<file path="src/rtl/wb_gpio_bank.sv">
// Wishbone-slave GPIO bank: register-driven pad outputs and enables, synchronised
// pad inputs, and per-pin edge-triggered interrupt status with W1C clearing.
module wb_gpio_bank #(
  parameter int          NUM_IO      = 16,
  parameter logic [31:0] BASE_ADDR   = 32'h3000_0000,
  parameter int          SYNC_STAGES = 2
) (
  input  logic              wb_clk_i,
  input  logic              wb_rst_i,
  input  logic              wbs_cyc_i,
  input  logic              wbs_stb_i,
  input  logic              wbs_we_i,
  input  logic [3:0]        wbs_sel_i,
  input  logic [31:0]       wbs_adr_i,
  input  logic [31:0]       wbs_dat_i,
  output logic [31:0]       wbs_dat_o,
  output logic              wbs_ack_o,
  input  logic [NUM_IO-1:0] io_in,
  output logic [NUM_IO-1:0] io_out,
  output logic [NUM_IO-1:0] io_oeb,
  output logic              irq
);

  localparam logic [7:0] OFF_DOUT = 8'h00;
  localparam logic [7:0] OFF_OEB  = 8'h04;
  localparam logic [7:0] OFF_DIN  = 8'h08;
  localparam logic [7:0] OFF_IEN  = 8'h0C;
  localparam logic [7:0] OFF_STAT = 8'h10;
  localparam logic [7:0] OFF_EDGE = 8'h14;

  logic [NUM_IO-1:0] data_out_q, data_out_d;
  logic [NUM_IO-1:0] oeb_q, oeb_d;
  logic [NUM_IO-1:0] irq_en_q, irq_en_d;
  logic [NUM_IO-1:0] irq_status_q, irq_status_d;
  logic [NUM_IO-1:0] irq_edge_q, irq_edge_d;
  logic [NUM_IO-1:0] sync_q [SYNC_STAGES];
  logic [NUM_IO-1:0] sync_d [SYNC_STAGES];
  logic [NUM_IO-1:0] prev_q, prev_d;
  logic              ack_q, ack_d;
  logic [31:0]       dat_q, dat_d;

  logic              hit, req, wr_en;
  logic [31:0]       lane_mask;
  logic [NUM_IO-1:0] wmask, wdata, din, hw_set;
  logic [31:0]       rdata;
  logic              unused_bits;

  assign hit   = (wbs_adr_i[31:8] == BASE_ADDR[31:8]);
  // The !ack term forces a one-cycle gap, so a held request acks every other cycle.
  assign req   = wbs_cyc_i & wbs_stb_i & hit & ~ack_q;
  assign wr_en = req & wbs_we_i;

  genvar gi;
  generate
    for (gi = 0; gi < 4; gi++) begin : g_lane
      assign lane_mask[8*gi +: 8] = {8{wbs_sel_i[gi]}};
    end
  endgenerate

  assign wmask       = lane_mask[NUM_IO-1:0];
  assign wdata       = wbs_dat_i[NUM_IO-1:0] & wmask;
  assign unused_bits = ^{wbs_dat_i, lane_mask};
  assign din         = sync_q[SYNC_STAGES-1];

  generate
    for (gi = 0; gi < NUM_IO; gi++) begin : g_edge
      assign hw_set[gi] = irq_edge_q[gi] ? (prev_q[gi] & ~din[gi])
                                         : (din[gi] & ~prev_q[gi]);
    end
  endgenerate

  always_comb begin
    data_out_d   = data_out_q;
    oeb_d        = oeb_q;
    irq_en_d     = irq_en_q;
    irq_status_d = irq_status_q;
    irq_edge_d   = irq_edge_q;
    sync_d[0]    = io_in;
    for (int s = 1; s < SYNC_STAGES; s++) sync_d[s] = sync_q[s-1];
    prev_d       = din;
    rdata        = 32'h0;

    if (wr_en) begin
      case (wbs_adr_i[7:0])
        OFF_DOUT: data_out_d   = (data_out_q & ~wmask) | wdata;
        OFF_OEB:  oeb_d        = (oeb_q & ~wmask) | wdata;
        OFF_IEN:  irq_en_d     = (irq_en_q & ~wmask) | wdata;
        OFF_STAT: irq_status_d = irq_status_q & ~wdata;
        OFF_EDGE: irq_edge_d   = (irq_edge_q & ~wmask) | wdata;
        default:  ;
      endcase
    end
    // Applied after the clear so a same-cycle hardware set wins.
    irq_status_d = irq_status_d | hw_set;

    case (wbs_adr_i[7:0])
      OFF_DOUT: rdata[NUM_IO-1:0] = data_out_q;
      OFF_OEB:  rdata[NUM_IO-1:0] = oeb_q;
      OFF_DIN:  rdata[NUM_IO-1:0] = din;
      OFF_IEN:  rdata[NUM_IO-1:0] = irq_en_q;
      OFF_STAT: rdata[NUM_IO-1:0] = irq_status_q;
      OFF_EDGE: rdata[NUM_IO-1:0] = irq_edge_q;
      default:  rdata = 32'h0;
    endcase

    ack_d = req;
    dat_d = (req & ~wbs_we_i) ? rdata : 32'h0;
  end

  always_ff @(posedge wb_clk_i or posedge wb_rst_i) begin
    if (wb_rst_i) begin
      data_out_q   <= '0;
      oeb_q        <= '1;
      irq_en_q     <= '0;
      irq_status_q <= '0;
      irq_edge_q   <= '0;
      for (int s = 0; s < SYNC_STAGES; s++) sync_q[s] <= '0;
      prev_q       <= '0;
      ack_q        <= 1'b0;
      dat_q        <= 32'h0;
    end else begin
      data_out_q   <= data_out_d;
      oeb_q        <= oeb_d;
      irq_en_q     <= irq_en_d;
      irq_status_q <= irq_status_d;
      irq_edge_q   <= irq_edge_d;
      for (int s = 0; s < SYNC_STAGES; s++) sync_q[s] <= sync_d[s];
      prev_q       <= prev_d;
      ack_q        <= ack_d;
      dat_q        <= dat_d;
    end
  end

  assign io_out    = data_out_q;
  assign io_oeb    = oeb_q;
  assign irq       = |(irq_status_q & irq_en_q);
  assign wbs_ack_o = ack_q;
  assign wbs_dat_o = dat_q;

endmodule

</file>
<file path="config.mk">
export PLATFORM = sky130hd
export DESIGN_NAME = wb_gpio_bank
export DESIGN_NICKNAME = d
export VERILOG_FILES = /design/src/rtl/wb_gpio_bank.sv
export SDC_FILE = /design/constraint.sdc
export NUM_CORES = 1
export LEC_CHECK = 0
export ABC_AREA = 0
export BUFFER_PORTS_ARGS = -buffer_cell sky130_fd_sc_hd__buf_4
export CORE_MARGIN = 1
export CORE_UTILIZATION = 25
export CTS_CLUSTER_SIZE = 25
export DETAILED_ROUTE_END_ITERATION = 7
export PLACE_DENSITY = 0.56
export SLEW_MARGIN = 10
export SYNTH_ARGS = -nofsm -noshare
export SYNTH_HDL_FRONTEND = slang
export SYNTH_SLANG_ARGS = --single-unit
</file>
<file path="constraint.sdc">
create_clock -name wb_clk_i -period 4.82 [get_ports wb_clk_i]
set_input_delay 0.964 -clock wb_clk_i [delete_from_list [all_inputs] [get_ports wb_clk_i]]
set_output_delay 0.964 -clock wb_clk_i [all_outputs]
set_load 0.02 [all_outputs]
</file>
==> results.toml <==
[hold_path]
holdCritPathClass = "reg -> reg"
holdPathStages = 0
hold_end = "din[2]"
worstHoldStart = "sync_d[2]"

[placement]
gp_congestion = 0.7372
hpwl_microns = 10860
numPortBuffers = 120

[global_routing]
top_usage_layer = "met2"
track_usage = 0.1338
grtUsageMet2 = 0.2093
met1_usage = 0.1801
grt_max_degree = 146
grt_remaining_overflow = 0
grt_pass1_wl_microns = 25470
grt_pass1_vias = 4376
gr-usage-met3 = 0.03239
antenna_found_initial = 0

[clock_tree]
cts.sinks = 145
cts_tree = "built"
cts_setup_buffers = 0
clk_pin_slew_ns = 0.06
htreeDepth = 4
cts_resized = 0
numCtsBuffers = 17
clkLatencyLatePin_ns = 0.42
clk_root_buffer_cell = "clkbuf_16"
ctsHoldBuffers = 0
cts_buffer_depth = 2

[sta]
min_period_ns = 3.225
slew_violations = 0
rsz0062_at_grt = "false"
period_share = 0.6691
max_freq_ghz = 0.3101
setup_viol = 0
final_hold_viol_count = 0
worstMarginPinSlew_ns = 0.9879
setup_tns_ns = 0
fin_skew_ns = 0.008403
relSlewSlack = 0.3407

[power]
power_w = 0.002897
switching_share = 0.2140
p_leak_nw = 3.770
comb_power_share = 0.054
pwr-share-clk = 0.514
seqPwrFrac = 0.432
ir_worst_vdd_v = 0.0002337
p_int_w = 0.002277
power_density_nw_per_um2 = 360.0
total_switching_power_w = 0.0006198

[worst_setup_path]
crit_arrival_ns = 3.53
critPathKind = "in -> reg"
end_kind = "flop"
cp-start-kind = "input port"
reg2reg_slack_ns = 2.10
cp_max_fo = 8
reg2regPathDepth = 4
reg2reg_from = "wbs_ack_o"
crit_required_ns = 5.12

[logic_synthesis]
synth_cell_type_count = 38
syn_inst = 461
synth_ff_type = "dfrtp_1"
ys_ff_latch = 145
async_flop_share = 1.000
yosysSeqAreaShare = 0.5941
synth_edf_count = 0
netlist_area_sq_um = 6141
yosysWarnings = 0
syn_avg_cell_area_sq_um = 13.32

[floorplanning]
dieArea_sq_um = 25190
die_w_microns = 158.7
ioPinCount = 155
start_util = 0.2585
rows = 56
fp.dieH_microns = 158.7
core-area_sq_um = 23750

[finish]
fillCellCount = 2359
areaGrowthSynthToFinish_pct = 31.01
multi_input_area_sq_um = 2301
seqCellArea_sq_um = 3649
drive_gt1_frac = 0.4136
diodes = 0
nets = 678

[detailed_routing]
vias = 4214
wl_per_cell_microns = 17.68
drt_iter0_markers = 200
ant_nets = 0
drt_wl_total_microns = 16280
vias_per_cell = 4.575
drc = 3
drt_pass1_iterations = 8

[outcome]
outcome = "finished, violations left"
violations = "design-rule violations"

[flow_run]
cap_violations = 0
## power by group through the flow
| stage | clock, W | sequential, W | combinational (W) |
|---|---|---|---|
| global placement | 0 | 0.00127 | 0.000159 |
| finish | 0.00149 | 0.00125 | 0.000157 |
| global route | 0.00157 | 0.00125 | 0.000174 |
| CTS | 0.00153 | 0.00125 | 0.000160 |
| floorplan | 0 | 0.00127 | 0.0000896 |
| detailed placement | 0 | 0.00127 | 0.000160 |
## worst max-delay path by stage
| stage | to | cells past startpoint | startpoint | slack (ns) |
|---|---|---|---|---|
| 2_1_floorplan | flop | 5 | wbs_adr_i[8] | 1.89 |
| 3_5_place_dp | flop | 5 | wbs_adr_i[8] | 1.19 |
| 6_report | flop | 5 | wbs_adr_i[8] | 1.60 |
| 4_1_cts | flop | 5 | wbs_adr_i[8] | 1.63 |
| 5_1_grt | flop | 5 | wbs_adr_i[8] | 1.61 |
| 3_3_place_gp | flop | 5 | wbs_adr_i[8] | 1.21 |
## layer usage
layer	routed length, microns	vias up
li1	-	1952
met1	7831	2105
met2	7451	140
met3	782	17
met4	214	0
met5	0	-
## through the flow
step	worst slack, ns	hold WS, ns	cells	instance area [sq um]	util
global route	1.608	0.3515	921	8045	0.3387
detailed placement	1.193	0.3355	889	7378	0.3106
floorplan	1.891	0.3312	476	6201	-
global placement	1.212	0.3353	889	7378	0.3106
finish	1.595	0.3464	921	8045	0.3387
CTS	1.626	0.3489	921	8045	0.3387
## cell usage after synthesis, types with 14 or more instances
cell type,count,share of area
dfrtp_1,129,0.53
mux2_2,65,0.12
nor2_1,21,0.013
inv_1,17,0.010
a21o_1,16,0.020
buf_4,16,0.020
dfstp_2,16,0.068
nand2_1,16,0.0098
nand2b_1,16,0.016
nand3b_1,16,0.020
o221ai_1,16,0.023
mux2i_1,14,0.023
o21ai_0,14,0.011
## logic make-up (layout without fill, tap and decap cells)
| kind of cell | count (synthesis) | in the layout | share of synthesized area |
|---|---|---|---|
| flops | 145 | 145 | 0.5941 |
| simple gates | 101 | 101 | 0.1023 |
| mux | 83 | 83 | 0.1567 |
| compound gates | 81 | 81 | 0.1055 |
| buf+inv | 50 | 176 | 0.04075 |
| other cells | 1 | 16 | 0.0006107 |
## area by class of cell
class | instances | share of cell area
sequential | 145 | 0.4535
multi-input combinational | 281 | 0.2860
timing repair buffer | 126 | 0.1191
clock buffer | 19 | 0.05381
tap | 319 | 0.04961
clock inverter | 13 | 0.02908
inverter | 18 | 0.008865
## worst max-delay path, stage by stage
cell and delay [ns]:
buf_4 0.11, or4_1 0.59, nor4_1 0.63, nand4_1 0.72
mux2_2 0.50
## placed cells by master (no fill, tap or decap), types with 2 or more instances in the layout
cell type,n
conb_1,16
mux2_2,65
clkbuf_16,17
and4_1,2
nand3b_1,16
nor2_1,20
o2bb2ai_1,12
nand4_2,4
nand4_1,5
nor4_1,4
mux2i_1,14
nand2_1,16
dfstp_2,16
buf_4,125
clkbuf_1,2
nor2b_1,3
a21o_1,16
bufinv_16,6
clkinv_4,2
nand4bb_1,2
dfrtp_1,129
nand2b_1,16
and3_1,3
or4_1,3
a22oi_1,3
a222oi_1,12
a221oi_1,4
o21ai_0,14
inv_1,16
o221ai_1,16
clkinvlp_4,4
mux4_2,4
a22o_1,4
No activity file was read; power rests on OpenSTA's default activity.
